$ cat src/rtl/img2col_pkg.sv
// Shared types and helpers for the img2col address sequencer.
package img2col_pkg;

  typedef enum logic [1:0] {
    IDLE   = 2'd0,
    PRIME  = 2'd1,
    STREAM = 2'd2,
    DONE   = 2'd3
  } state_t;

  // Number of window positions along one axis. A zero stride is rejected at
  // elaboration by the top; returning 1 keeps this function from dividing by zero.
  function automatic int calc_out_dim(input int img, input int k, input int stride);
    if (stride == 0) return 1;
    return (img - k) / stride + 1;
  endfunction

endpackage

$ cat src/rtl/img2col_win_counter.sv
// Nested window counters for the img2col walk. kx is the fastest counter,
// followed by ky, then ox, then oy. Each counter wraps to 0 and carries into
// the next one. The outputs are the carry flags the address datapath needs.
module img2col_win_counter
  import img2col_pkg::*;
#(
  parameter int IMG_W  = 28,
  parameter int IMG_H  = 28,
  parameter int K      = 3,
  parameter int STRIDE = 1,
  parameter int CW     = 10
) (
  input  logic clk,
  input  logic nrst,
  input  logic clr,
  input  logic en,
  output logic kx_wrap,
  output logic patch_wrap,
  output logic ox_wrap,
  output logic last_elem
);

  localparam int OUT_W = calc_out_dim(IMG_W, K, STRIDE);
  localparam int OUT_H = calc_out_dim(IMG_H, K, STRIDE);

  localparam logic [CW-1:0] K_LAST  = CW'(K - 1);
  localparam logic [CW-1:0] OX_LAST = CW'(OUT_W - 1);
  localparam logic [CW-1:0] OY_LAST = CW'(OUT_H - 1);

  logic [CW-1:0] kx, ky, ox, oy;
  logic          kx_end, ky_end, ox_end, oy_end;

  assign kx_end = (kx == K_LAST);
  assign ky_end = (ky == K_LAST);
  assign ox_end = (ox == OX_LAST);
  assign oy_end = (oy == OY_LAST);

  assign kx_wrap    = kx_end;
  assign patch_wrap = kx_end && ky_end;
  assign ox_wrap    = patch_wrap && ox_end;
  assign last_elem  = ox_wrap && oy_end;

  // Step the counter nest by one element on each enable; clr returns the nest to the origin.
  always_ff @(posedge clk or negedge nrst) begin
    if (!nrst) begin
      kx <= '0;
      ky <= '0;
      ox <= '0;
      oy <= '0;
    end else if (clr) begin
      kx <= '0;
      ky <= '0;
      ox <= '0;
      oy <= '0;
    end else if (en) begin
      if (!kx_end) begin
        kx <= kx + CW'(1);
      end else begin
        kx <= '0;
        if (!ky_end) begin
          ky <= ky + CW'(1);
        end else begin
          ky <= '0;
          if (!ox_end) begin
            ox <= ox + CW'(1);
          end else begin
            ox <= '0;
            oy <= oy_end ? '0 : oy + CW'(1);
          end
        end
      end
    end
  end

endmodule

$ cat src/rtl/img2col_addr_sequencer.sv
// img2col read-address sequencer. After start, it waits PRIME_CYC cycles while
// the array fills. It then streams one linear SRAM address per kernel element,
// in raster order, under a valid/ready handshake.
//
// state  | meaning
// IDLE   | waiting for start
// PRIME  | array fill delay, PRIME_CYC cycles
// STREAM | addr_valid high, advancing on each handshake
// DONE   | one cycle, map_finish pulse
module img2col_addr_sequencer
  import img2col_pkg::*;
#(
  parameter int IMG_W     = 28,
  parameter int IMG_H     = 28,
  parameter int K         = 3,
  parameter int STRIDE    = 1,
  parameter int PRIME_CYC = 160,
  parameter int ADDR_W    = 10
) (
  input  logic              clk,
  input  logic              nrst,
  input  logic              start,
  input  logic              abort,
  input  logic              addr_ready,
  output logic              addr_valid,
  output logic [ADDR_W-1:0] addr,
  output logic              patch_last,
  output logic              map_finish,
  output logic              busy
);

  if (K > IMG_W || K > IMG_H || STRIDE == 0) begin : g_bad_geometry
    $error("img2col_addr_sequencer: kernel larger than map or zero stride");
  end
  if (IMG_W * IMG_H > 2 ** ADDR_W) begin : g_bad_addr_w
    $error("img2col_addr_sequencer: ADDR_W too small for IMG_W*IMG_H");
  end

  localparam int PW = (PRIME_CYC > 1) ? $clog2(PRIME_CYC) : 1;
  localparam logic [PW-1:0] PRIME_LAST = PW'((PRIME_CYC > 0) ? PRIME_CYC - 1 : 0);

  localparam logic [ADDR_W-1:0] STRIDE_A = ADDR_W'(STRIDE);
  localparam logic [ADDR_W-1:0] ROW_STEP = ADDR_W'(STRIDE * IMG_W);
  localparam logic [ADDR_W-1:0] KY_STEP  = ADDR_W'(IMG_W - (K - 1));

  state_t            state_q, state_d;
  logic [PW-1:0]     prime_cnt;
  logic              hs, clr;
  logic              kx_wrap, patch_wrap, ox_wrap, last_elem;
  logic [ADDR_W-1:0] off_q, off_d, win_q, win_d, row_q, row_d, addr_q;

  assign addr_valid = (state_q == STREAM);
  assign busy       = (state_q == PRIME) || (state_q == STREAM);
  assign map_finish = (state_q == DONE);
  assign hs         = addr_valid && addr_ready;
  assign clr        = (state_q != STREAM) || abort;
  assign patch_last = addr_valid && patch_wrap;
  assign addr       = addr_q;

  img2col_win_counter #(
    .IMG_W  (IMG_W),
    .IMG_H  (IMG_H),
    .K      (K),
    .STRIDE (STRIDE),
    .CW     (ADDR_W)
  ) u_win_counter (
    .clk        (clk),
    .nrst       (nrst),
    .clr        (clr),
    .en         (hs),
    .kx_wrap    (kx_wrap),
    .patch_wrap (patch_wrap),
    .ox_wrap    (ox_wrap),
    .last_elem  (last_elem)
  );

  // State register.
  always_ff @(posedge clk or negedge nrst) begin
    if (!nrst) state_q <= IDLE;
    else       state_q <= state_d;
  end

  // Next-state logic. Abort only has an effect while the sequencer is busy.
  always_comb begin
    state_d = state_q;
    case (state_q)
      IDLE:   if (start) state_d = (PRIME_CYC == 0) ? STREAM : PRIME;
      PRIME:  if (abort) state_d = IDLE;
              else if (prime_cnt == PRIME_LAST) state_d = STREAM;
      STREAM: if (abort) state_d = IDLE;
              else if (hs && last_elem) state_d = DONE;
      DONE:   state_d = IDLE;
      default: state_d = IDLE;
    endcase
  end

  // Count the cycles spent in PRIME; the count is zero in every other state.
  always_ff @(posedge clk or negedge nrst) begin
    if (!nrst)                          prime_cnt <= '0;
    else if (state_q == PRIME && !abort) prime_cnt <= prime_cnt + PW'(1);
    else                                prime_cnt <= '0;
  end

  // Next address terms. The offset steps within the patch, the window base
  // steps along a row, and the row base steps between rows.
  always_comb begin
    off_d = off_q;
    win_d = win_q;
    row_d = row_q;
    if (!kx_wrap) begin
      off_d = off_q + ADDR_W'(1);
    end else if (!patch_wrap) begin
      off_d = off_q + KY_STEP;
    end else begin
      off_d = '0;
      if (!ox_wrap) begin
        win_d = win_q + STRIDE_A;
      end else if (!last_elem) begin
        row_d = row_q + ROW_STEP;
        win_d = row_q + ROW_STEP;
      end else begin
        row_d = '0;
        win_d = '0;
      end
    end
  end

  // Address registers. They advance only on a handshake and hold while ready is low.
  always_ff @(posedge clk or negedge nrst) begin
    if (!nrst) begin
      off_q  <= '0;
      win_q  <= '0;
      row_q  <= '0;
      addr_q <= '0;
    end else if (clr) begin
      off_q  <= '0;
      win_q  <= '0;
      row_q  <= '0;
      addr_q <= '0;
    end else if (hs) begin
      off_q  <= off_d;
      win_q  <= win_d;
      row_q  <= row_d;
      addr_q <= win_d + off_d;
    end
  end

endmodule

$ cat config.mk
export PLATFORM = sky130hd
export DESIGN_NAME = img2col_addr_sequencer
export DESIGN_NICKNAME = d
export VERILOG_FILES = /design/src/rtl/img2col_pkg.sv /design/src/rtl/img2col_win_counter.sv /design/src/rtl/img2col_addr_sequencer.sv
export SDC_FILE = /design/constraint.sdc
export NUM_CORES = 1
export LEC_CHECK = 0
export ABC_CLOCK_PERIOD_IN_PS = 3510
export CORE_ASPECT_RATIO = 1.4
export CORE_UTILIZATION = 50
export DETAILED_ROUTE_END_ITERATION = 6
export DONT_BUFFER_PORTS = 1
export HOLD_SLACK_MARGIN = 0.05
export PLACE_DENSITY = 0.66
export REMOVE_ABC_BUFFERS = 1
export SLEW_MARGIN = 20
export SYNTH_ARGS = -nofsm -noshare
export SYNTH_HDL_FRONTEND = slang
export SYNTH_SLANG_ARGS = --single-unit
$ cat constraint.sdc
create_clock -name clk -period 3.51 [get_ports clk]
set_input_delay 0.702 -clock clk [delete_from_list [all_inputs] [get_ports clk]]
set_output_delay 0.702 -clock clk [all_outputs]
set_load 0.01 [all_outputs]
After elaboration in Yosys (flattened, before gate mapping)
Cells that the tools add are included.
{"block": "word_totals", "regBits": 90, "input_bits": 5, "output_inout_bits": 14, "elab_cells": 96}
{"block": "classes", "add_sub_neg": 10, "eq_ne": 12, "mux": 42, "reduce_logical": 22}
{"operator": "$mux W10", "count": 35}
{"operator": "$add A10 B1 Y10 const B", "count": 6}
{"operator": "$add A10 B5 Y10 const B", "count": 2}
{"operator": "$eq A10 B2 Y1 const B", "count": 2}
{"operator": "$eq A10 B5 Y1 const B", "count": 2}
{"operator": "$reduce_bool A2 Y1", "count": 6}
{"operator": "$add A10 B10 Y10", "count": 1}
{"operator": "$mux W2", "count": 5}
{"operator": "$add A8 B1 Y8 const B", "count": 1}
{"operator": "$eq A8 B8 Y1 const B", "count": 1}
{"operator": "$mux W8", "count": 1}
{"operator": "$pmux W2 S4", "count": 1}
{"operator": "$reduce_and A4 Y1", "count": 2}
{"operator": "$logic_and A1 B1 Y1", "count": 7}
{"operator": "$ne A3 B2 Y1 const B", "count": 2}
{"operator": "$reduce_and A3 Y1", "count": 2}
{"operator": "$eq A2 B2 Y1 const B", "count": 2}
{"operator": "$ne A2 B2 Y1 const B", "count": 2}
{"operator": "$eq A2 B1 Y1 const B", "count": 1}
{"operator": "$logic_not A2 Y1", "count": 1}
{"operator": "$logic_or A1 B1 Y1", "count": 2}
{"operator": "$reduce_and A2 Y1", "count": 1}
{"operator": "$logic_not A1 Y1", "count": 1}

Depth between registers and ports, before layout
Gate-level depths: netlist (run 1).
{"block": "depth", "word_depth": 11, "depth_mapped": 18, "ltp_nobuf": 17}

Modules after synthesis
Synthesis (run 1) repeated with hierarchy kept, for this count alone.
{"block": "hier_totals", "hier_cells": 668, "hier_area_um2": 5713.0}
{"module": "img2col_addr_sequencer", "n_inst": 1, "cells_each": 415, "area_per_inst_um2": 3472.1, "seq_area_each_um2": 1251.2}
{"module": "img2col_win_counter", "n_inst": 1, "cells_each": 253, "area_per_inst_um2": 2240.9, "seq_area_each_um2": 1001.0}

Worst setup path after synthesis (run 1)
No wires, ideal clock.
{"block": "synth_path", "path_type": "register -> register", "startpoint": "register u_win_counter.kx[0]", "endpoint": "register addr_q[9], in the netlist addr[9]", "setup_time_ns": 0.077, "arrival_ns": 3.320, "required_ns": 3.433, "slack_ns": 0.113, "stages_incl_launch_ff": 18, "path_buffers": 2, "synth_period_minus_slack_ns": 3.397, "cell_sequence": "dfrtp_1 -> inv_1 -> ha_1 -> nor3b_2 -> nand3_1 -> buf_2 -> nor2_4 -> buf_6 -> o21ai_0 -> a22o_1 -> ha_1 -> o21ai_0 -> o21ai_0 -> or3_1 -> a31oi_1 -> o21ai_0 -> xor2_1 -> o21ai_1"}
{"block": "synth_via", "elab_chain_cells": 11, "word_cells_on_any_way": 13, "classes_between": "add/sub: 1; eq/ne: 1; mux: 8; reduce/logical: 3"}
{"item": "from (decl)", "line_no": "img2col_win_counter.sv:30", "source": "logic [CW-1:0] kx, ky, ox, oy;"}
{"item": "from (signal assigned)", "line_no": "img2col_win_counter.sv:57", "source": "kx <= kx + CW'(1);"}
{"item": "$eq A10 B2 Y1 *", "line_no": "img2col_win_counter.sv:33", "source": "assign kx_end = (kx == K_LAST);"}
{"item": "$logic_and A1 B1 Y1", "line_no": "img2col_win_counter.sv:39", "source": "assign patch_wrap = kx_end && ky_end;"}
{"item": "$logic_and A1 B1 Y1", "line_no": "img2col_win_counter.sv:40", "source": "assign ox_wrap = patch_wrap && ox_end;"}
{"item": "$logic_and A1 B1 Y1", "line_no": "img2col_win_counter.sv:41", "source": "assign last_elem = ox_wrap && oy_end;"}
{"item": "$mux W10", "line_no": "img2col_addr_sequencer.sv:118", "source": "end else if (!last_elem) begin"}
{"item": "$mux W10", "line_no": "img2col_addr_sequencer.sv:116", "source": "if (!ox_wrap) begin"}
{"item": "$mux W10", "line_no": "img2col_addr_sequencer.sv:112", "source": "end else if (!patch_wrap) begin"}
{"item": "$mux W10", "line_no": "img2col_addr_sequencer.sv:110", "source": "if (!kx_wrap) begin"}
{"item": "$add A10 B10 Y10 *", "line_no": "img2col_addr_sequencer.sv:144", "source": "addr_q <= win_d + off_d;"}
{"item": "$mux W10 *", "line_no": "img2col_addr_sequencer.sv:140", "source": "end else if (hs) begin"}
{"item": "$mux W10 *", "line_no": "img2col_addr_sequencer.sv:135", "source": "end else if (clr) begin"}
{"item": "to (signal assigned)", "line_no": "img2col_addr_sequencer.sv:144"}
{"item": "to (decl)", "line_no": "img2col_addr_sequencer.sv:50", "source": "logic [ADDR_W-1:0] off_q, off_d, win_q, win_d, row_q, row_d, addr_q;"}
Every way passes the cells marked *; elsewhere a longest branch is shown, timed or not. The select of a mux whose other input is x is not followed.
A chain may end at the register's enable or synchronous reset.

Worst setup path after layout (run 1)
{"block": "layout_path", "startpoint": "register u_win_counter.oy[1]", "endpoint": "register addr_q[9], in the netlist addr[9]"}
{"block": "layout_via", "elab_chain_cells": 9}
{"item": "from (decl)", "line_no": "img2col_win_counter.sv:30"}
{"item": "from (signal assigned)", "line_no": "img2col_win_counter.sv:68", "source": "oy <= oy_end ? '0 : oy + CW'(1);"}
{"item": "$eq A10 B5 Y1", "line_no": "img2col_win_counter.sv:36", "source": "assign oy_end = (oy == OY_LAST);"}
{"item": "$logic_and A1 B1 Y1", "line_no": "img2col_win_counter.sv:41"}
{"item": "$mux W10", "line_no": "img2col_addr_sequencer.sv:118"}
{"item": "$mux W10", "line_no": "img2col_addr_sequencer.sv:116"}
{"item": "$mux W10", "line_no": "img2col_addr_sequencer.sv:112"}
{"item": "$mux W10", "line_no": "img2col_addr_sequencer.sv:110"}
{"item": "$add A10 B10 Y10", "line_no": "img2col_addr_sequencer.sv:144"}
{"item": "$mux W10", "line_no": "img2col_addr_sequencer.sv:140"}
{"item": "$mux W10", "line_no": "img2col_addr_sequencer.sv:135"}
Every way passes these cells. The select of a mux whose other input is x is not followed.

==> results of run 1 <==
==> state kept, by name (all words and copies together) (netlist names) <==
register and count:
off_q 10, prime_cnt 8, addr 10, u_win_counter.ox 10
u_win_counter.ky 10, u_win_counter.kx 10, row_q 10, state_q 2
win_q 10, u_win_counter.oy 10
==> placed cells by master, fill, tap and decap left out, types with 5 or more instances in the layout <==
| cell | synthesis | final |
|---|---|---|
| nor2b_1 | 6 | 6 |
| nand2b_1 | 8 | 8 |
| nor3_1 | 13 | 11 |
| o21ai_0 | 53 | 48 |
| a21boi_0 | 6 | 5 |
| mux2i_1 | 23 | 23 |
| inv_1 | 20 | 20 |
| a21oi_1 | 36 | 34 |
| o21ai_1 | 5 | 7 |
| dfrtp_1 | 90 | 90 |
| nand3_1 | 30 | 29 |
| xnor2_1 | 17 | 17 |
| nor2_1 | 87 | 84 |
| nand2_1 | 52 | 52 |
| or3_1 | 14 | 13 |
| ha_1 | 26 | 22 |
| clkbuf_16 | 0 | 9 |
| buf_4 | 1 | 45 |
| and3_1 | 10 | 9 |
| xor2_1 | 18 | 18 |
| nand4_1 | 12 | 12 |
==> final timing paths <==
kind / slack, ns / endpoint / cells past startpoint / start
min in group clk: 0.47 / prime_cnt[0] / 1 / prime_cnt[0]
max in group asynchronous: 2.88 / row_q[2] / 1 / nrst
worst min register to register: 0.47 / prime_cnt[0] / 1 / prime_cnt[0]
worst max register to register: 0.1 / addr[9] / 16 / u_win_counter.oy[1]
worst max-delay path: 0.1 / addr[9] / 16 / u_win_counter.oy[1]
worst min-delay path: 0.26 / u_win_counter.kx[2] / 1 / nrst
==> what timing repair did <==
item,CTS,global route
endpoints found under the setup margin,4,5
hold endpoints to repair,90,0
resized for setup,4,30
hold buffers,1,0
buffers inserted,1,6
pin swaps,2,12
==> power groups by stage <==
stage	sequential, W	combinational (W)	clock (W)
2_1_floorplan	0.00111	0.000185	0
3_3_place_gp	0.00111	0.000259	0
3_5_place_dp	0.00111	0.000267	0
4_1_cts	0.00110	0.000295	0.000934
5_1_grt	0.00110	0.000333	0.000970
6_report	0.00110	0.000294	0.000913
==> layer usage <==
metal | share of wire | up-vias
li1 | - | 2267
met1 | 0.43 | 2278
met2 | 0.52 | 98
met3 | 0.033 | 21
met4 | 0.025 | 0
met5 | 0 | -
==> cells by family after synthesis <==
| logic type | count (synthesis) |
|---|---|
| multiplexers | 24 |
| buffers and inverters | 47 |
| flip-flops | 90 |
| XOR/XNOR | 35 |
| AO/OA/AOI/OAI | 140 |
| adder cells (fa/ha/maj) | 27 |
| AND/OR/NAND/NOR | 258 |
==> critical path, cell delays in order, from the launching register on <==
cell,delay (ns)
dfrtp_1,0.39
inv_1,0.08
ha_1,0.13
or4b_4,0.46
nor3_4,0.18
buf_6,0.14
or2b_4,0.12
o21ai_0,0.07
a22o_1,0.23
ha_2,0.28
o21ai_2,0.20
o21ai_2,0.09
or3_4,0.34
a31oi_4,0.20
o21ai_0,0.13
xor2_1,0.17
o21ai_1,0.12
==> cell type report <==
type	instances	area, um^2
inverter	20	75.1
clock inverter	4	26.3
tap	141	176
timing repair buffer	48	388
multi-input combinational	484	3200
fill	960	4440
clock buffer	12	256
sequential	90	2250
==> per-stage QoR <==
stage	setup WS, ns	setup TNS (ns)
5_1_grt	-0.0531	-0.0959
3_3_place_gp	0.0766	0
3_5_place_dp	-0.0405	-0.0838
6_report	0.0999	0
4_1_cts	0.0286	0
2_1_floorplan	-0.109	-0.143
==> synth_stat cells, types with 3 or more instances <==
library cell	instances	area share
xnor2_1	17	0.027
a31oi_1	4	0.0045
nor2_1	87	0.059
and3_1	10	0.011
o31ai_1	4	0.0054
a21oi_1	36	0.033
nand2b_1	8	0.0091
mux2i_1	23	0.042
o21ai_0	53	0.048
inv_1	20	0.014
xor2_1	18	0.029
buf_1	6	0.0041
dfrtp_1	90	0.41
nand4_1	12	0.014
nor3_1	13	0.012
a211oi_1	3	0.0041
o32ai_1	3	0.0048
a22o_1	4	0.0064
nand2_1	52	0.035
nor4_1	3	0.0034
ha_1	26	0.059
a221oi_1	3	0.0048
a21boi_0	6	0.0082
buf_2	8	0.0073
or3_1	14	0.016
a21o_1	3	0.0041
nand3_1	30	0.027
o21ai_1	5	0.0045
clkbuf_1	11	0.0075
nor2b_1	6	0.0068
==> results by group, run 1 <==
Run status
  • Status: complete, no violations

Placement
  • DP Wirelength: ~9.1 mm
  • Placed insts: 776
  • IO Port Bufs: 0
  • GPL Wtd Cong: 0.963
  • Placed cell area: 5870 um^2

Floorplan
  • Die W: 90.7 um
  • Die height: 126 um
  • Ports: 19
  • Initial Util: 0.510
  • Core ar.: 10800 um^2
  • DIE AREA: 11500 um^2
  • # rows: 45

Clock network
  • Clock Path Buffers: 2
  • Clock slew at reported path FFs: around 0.060 ns
  • Num Clock Sinks: 90
  • TritonCTS clock tree: built
  • Clock Latency Late Sink: 0.35 ns
  • CTS Buf Count: 9
  • Root Buffer: clkbuf_16
  • Htree depth: 3

Critical path
  • CP required: 3.78 ns
  • Element type at the critical path end: register
  • CP Class: register to register
  • Crit path DAT: 3.68 ns
  • Worst-path maximum fanout: 5
  • Startpoint Class: register

GRT
  • First-pass GRT wire length: about 22 mm
  • Vias in the first global route: 4601
  • Total track usage: 0.242
  • Largest net degree at the start of global routing: 91
  • GRT Max-Usage Layer: met2
  • Grt met2 use: 0.414
  • Overflow after GRT: 0
  • GRT met1 Usage: 0.297
  • GR Util met3: 0.0380
  • Initial antenna violation count: 0

Finish
  • Finished Layout Cells: 799
  • Finished Cell Area: 6370 um^2
  • # diodes: 0
  • Layout cells sized above 1: 0.157
  • Layout Nets: 685
  • Util after Layout: 0.590
  • Syn-to-layout area delta: 15.6%

STA
  • RSZ-0062 raised after global routing: true
  • Slew @ Worst Pin: 0.576 ns
  • Minimum clock period: 3.41 ns
  • Fin. max-slew vios: 0
  • Max Clock Skew: 0.00822 ns
  • Final hold violations: 0
  • Final setup viols: 0
  • Hold WS: 0.257 ns
  • Headroom to the max-slew limit: 0.615
  • Fmax: a little under 300 MHz
  • Crit share post-route: 0.972

Route
  • Via density: 5.84
  • Post-route DRC: 0
  • Final Routed Wirelength: 13.4 mm
  • Drt initial violations: around 380
  • Wirelength per Cell: 16.8 um
  • Vias: 4664
  • Antenna viol nets, final: 0
  • Initial DRT Pass Iterations: 5

Power
  • Reg power frac: 0.476
  • Tot Pwr: approximately 0.0023 W
  • Switch share: 0.267
  • Power per cell area: approximately 360 nW/um^2
  • Pleak: 2.77 nW
  • P_int: 0.00169 W
  • Peak VDD IR: 0.000268 V
  • Combinational power share: 0.128
  • Switching power of the nets: 0.000616 W
  • Clk pwr share: 0.396

Synthesis
  • Avg Cell Area, Syn: 8.88 um^2
  • Post-synth ARST share: 1.00
  • Seq/Total Area, Yosys: 0.409
  • Largest family of logic cells by synthesized area: simple AND/OR/NAND/NOR gates
  • Ys flop type: dfrtp_1
  • Mux cell area share after synthesis: 0.0438
  • Synth Area in Compound Gates: 0.154
  • Post-synthesis xor/xnor area fraction: 0.0556
  • Cell variety after synth: 65
  • Yosys synthesis warning count: 0
  • Synth Area in Simple Gates: 0.239
  • FF+latch count, synth: 90
  • Post-synth EDFFs: 0
  • Synth Area in Adders: 0.0626
  • Post-Syn Area: 5510 um^2
  • Synthesized instance count: 621

Job
  • Max Cap Viol: 0

Worst hold path
  • Worst hold path class: input pin to asynchronous set/reset pin
Power figures use the tool's default switching activity.
==> run 2: changes to the inputs <==
--- a/config.mk
+++ b/config.mk
@@ -5,15 +5,14 @@
 export SDC_FILE = /design/constraint.sdc
 export NUM_CORES = 1
 export LEC_CHECK = 0
-export ABC_CLOCK_PERIOD_IN_PS = 3510
-export CORE_ASPECT_RATIO = 1.4
+export ABC_CLOCK_PERIOD_IN_PS = 4300
+export CORE_ASPECT_RATIO = 0.75
 export CORE_UTILIZATION = 50
 export DETAILED_ROUTE_END_ITERATION = 6
 export DONT_BUFFER_PORTS = 1
 export HOLD_SLACK_MARGIN = 0.05
-export PLACE_DENSITY = 0.66
+export PLACE_DENSITY = 0.63
 export REMOVE_ABC_BUFFERS = 1
-export SLEW_MARGIN = 20
 export SYNTH_ARGS = -nofsm -noshare
 export SYNTH_HDL_FRONTEND = slang
 export SYNTH_SLANG_ARGS = --single-unit
==> constraint.sdc (replaced) <==
create_clock -name clk -period 4.3 [get_ports clk]
set_input_delay 0.86 -clock clk [delete_from_list [all_inputs] [get_ports clk]]
set_output_delay 0.86 -clock clk [all_outputs]
set_load 0.01 [all_outputs]
==> results by group, run 2 (same netlist as run 1, synthesis figures left out) <==
Clock network
  • Htree depth: 3
  • Post_cts resized: 0
  • Clock Path Buffers: 2
  • Root Buffer: clkbuf_16
  • Post-CTS Setup Repair Bufs: 0
  • TritonCTS clock tree: built
  • Clock slew at reported path FFs: 0.06 ns
  • Num Clock Sinks: 90
  • Post-cts hold buffer count: 0
  • Clock Latency Late Sink: between 0.3 and 0.4 ns
  • CTS Buf Count: 9

Floorplan
  • DIE AREA: 11500 um^2
  • Ports: 19
  • Core ar.: 10500 um^2
  • Die height: 92.9 um
  • Initial Util: 0.526
  • # rows: 32
  • Die W: ~120 um

Critical path
  • CP Class: register to register
  • Slowest cell on crit path: fa_1
  • CP required: 4.52 ns
  • Element type at the critical path end: register
  • Worst-path maximum fanout: 10
  • CP cell instances: inv_1 > ha_1 > nor3b_2 > and3_1 > nand2_2 > nor4b_1 > a211o_1 > ha_1 > inv_1 > fa_1 > nor2b_1 > o21ai_0 > a21boi_0 > o21ai_0 > a21oi_1 > xnor2_1 > o21ai_0
  • Crit path DAT: 4.00 ns
  • Worst stage delay on the critical path: around 0.4 ns
  • Startpoint Class: register
  • Most used cell along the critical path: o21ai_0

Route
  • Post-route DRC: 0
  • Antenna viol nets, final: 0
  • Vias: 4466
  • Via density: 5.91
  • Drt initial violations: 274
  • Wirelength per Cell: around 16 um
  • Initial DRT Pass Iterations: 5
  • Final Routed Wirelength: between 10 and 15 mm

GRT
  • First-pass GRT wire length: 21.3 mm
  • Largest net degree at the start of global routing: 91
  • GRT Max-Usage Layer: met1
  • GRT met1 Usage: 0.369
  • Overflow after GRT: 0
  • Total track usage: 0.239
  • Initial antenna violation count: 0
  • Vias in the first global route: 4216
  • Grt met2 use: 0.342
  • GR Util met3: 0.0425

STA
  • Fmax: 264 MHz
  • Final hold violations: 0
  • RSZ-0062 raised after global routing: false
  • Slew @ Worst Pin: around 0.70 ns
  • Minimum clock period: 3.78 ns
  • Hold WS: 0.219 ns
  • Fin. max-slew vios: 0
  • Final setup viols: 0
  • Crit share post-route: 0.879
  • Max Clock Skew: 0.00620 ns
  • Headroom to the max-slew limit: 0.531
  • Setup TNS: 0 ns

Power
  • Switch share: 0.250
  • Power per cell area: 328 nW/um^2
  • Clk pwr share: 0.435
  • Pleak: 2.58 nW
  • P_int: about 0.0015 W
  • Combinational power share: 0.106
  • Switching power of the nets: between 0.0004 and 0.0005 W
  • Reg power frac: 0.459
  • Peak VDD IR: ~0.00027 V

Finish
  • Layout Nets: around 650
  • Syn-to-layout area delta: 8.03%
  • Layout cells sized above 1: 0.0661
  • Commonest non-fill, non-tap cells in the layout: dfrtp_1 (90), nor2_1 (87), o21ai_0 (53), nand2_1 (52), a21oi_1 (36)
  • Fill count: 923
  • Finished Cell Area: around 6000 um^2
  • # diodes: 0
  • Finished Layout Cells: between 700 and 800
  • Most common cell after layout, fill and taps aside: dfrtp_1

Placement
  • Placed cell area: 5640 um^2
  • Placed insts: 740
  • DP Wirelength: 8.53 mm
  • GPL Wtd Cong: around 0.86
  • IO Port Bufs: 0

Run status
  • Status: complete, no violations

Job
  • Max Cap Viol: 0

Worst hold path
  • Worst hold path class: input pin to asynchronous set/reset pin
-- run 2: critical path, delay by kind of cell, from the launching register on --
kind / cells / cell delay, ns
buffers and inverters: 2 / 0.14
AND/OR/NAND/NOR: 5 / 1.22
flip-flops: 1 / 0.39
AO/OA/AOI/OAI: 6 / 1.00
adder cells (fa/ha/maj): 3 / 0.75
XOR/XNOR: 1 / 0.15
-- run 2: layout make-up --
type	count	area, um^2	share of cell area
multi-input combinational	484	3060	0.514
sequential	90	2250	0.378
clock buffer	11	243	0.0408
tap	136	170	0.0286
clock inverter	5	77.6	0.0130
timing repair buffer	10	75.1	0.0126
inverter	20	75.1	0.0126
-- run 2: through the flow --
step	total power (W)	utilization	setup slack, ns
floorplan	0.00106	-	0.681
global placement	0.00111	0.537	0.529
detailed placement	0.00112	0.537	0.512
CTS	0.00198	0.568	0.494
global route	0.00205	0.568	0.122
finish	0.00195	0.568	0.519
-- run 2: power groups by stage --
stage / logic [W] / registers (W) / clock network (W)
4_1_cts: 0.000208 / 0.000897 / 0.000871
2_1_floorplan: 0.000151 / 0.000906 / 0
3_5_place_dp: 0.000209 / 0.000912 / 0
6_report: 0.000208 / 0.000898 / 0.000850
3_3_place_gp: 0.000202 / 0.000911 / 0
5_1_grt: 0.000239 / 0.000903 / 0.000905
-- run 2: path summary, 6_finish.rpt --
check                                    startpoint           end  slack, ns  cells after the start
worst max-delay path            u_win_counter.kx[0]       addr[8]       0.52                     17
worst min-delay path                           nrst    state_q[0]       0.22                      0
worst max register to register  u_win_counter.kx[0]       addr[8]       0.52                     17
worst min register to register         prime_cnt[0]  prime_cnt[0]       0.47                      1
max in group asynchronous                      nrst      row_q[0]       3.87                      0
min in group clk                       prime_cnt[0]  prime_cnt[0]       0.47                      1
-- run 2: layer usage --
layer,vias up,part of all wire
li1,2192,-
met1,2167,0.52
met2,97,0.42
met3,10,0.043
met4,0,0.010
met5,-,0
==> run 3: changes to the inputs <==
--- a/config.mk
+++ b/config.mk
@@ -6,6 +6,7 @@
 export NUM_CORES = 1
 export LEC_CHECK = 0
 export ABC_CLOCK_PERIOD_IN_PS = 4300
+export CAP_MARGIN = 15
 export CORE_ASPECT_RATIO = 0.75
 export CORE_UTILIZATION = 50
 export DETAILED_ROUTE_END_ITERATION = 6
==> results of run 3 <==
Same layout as run 2: the final DEF is identical, and so are final timing and power.
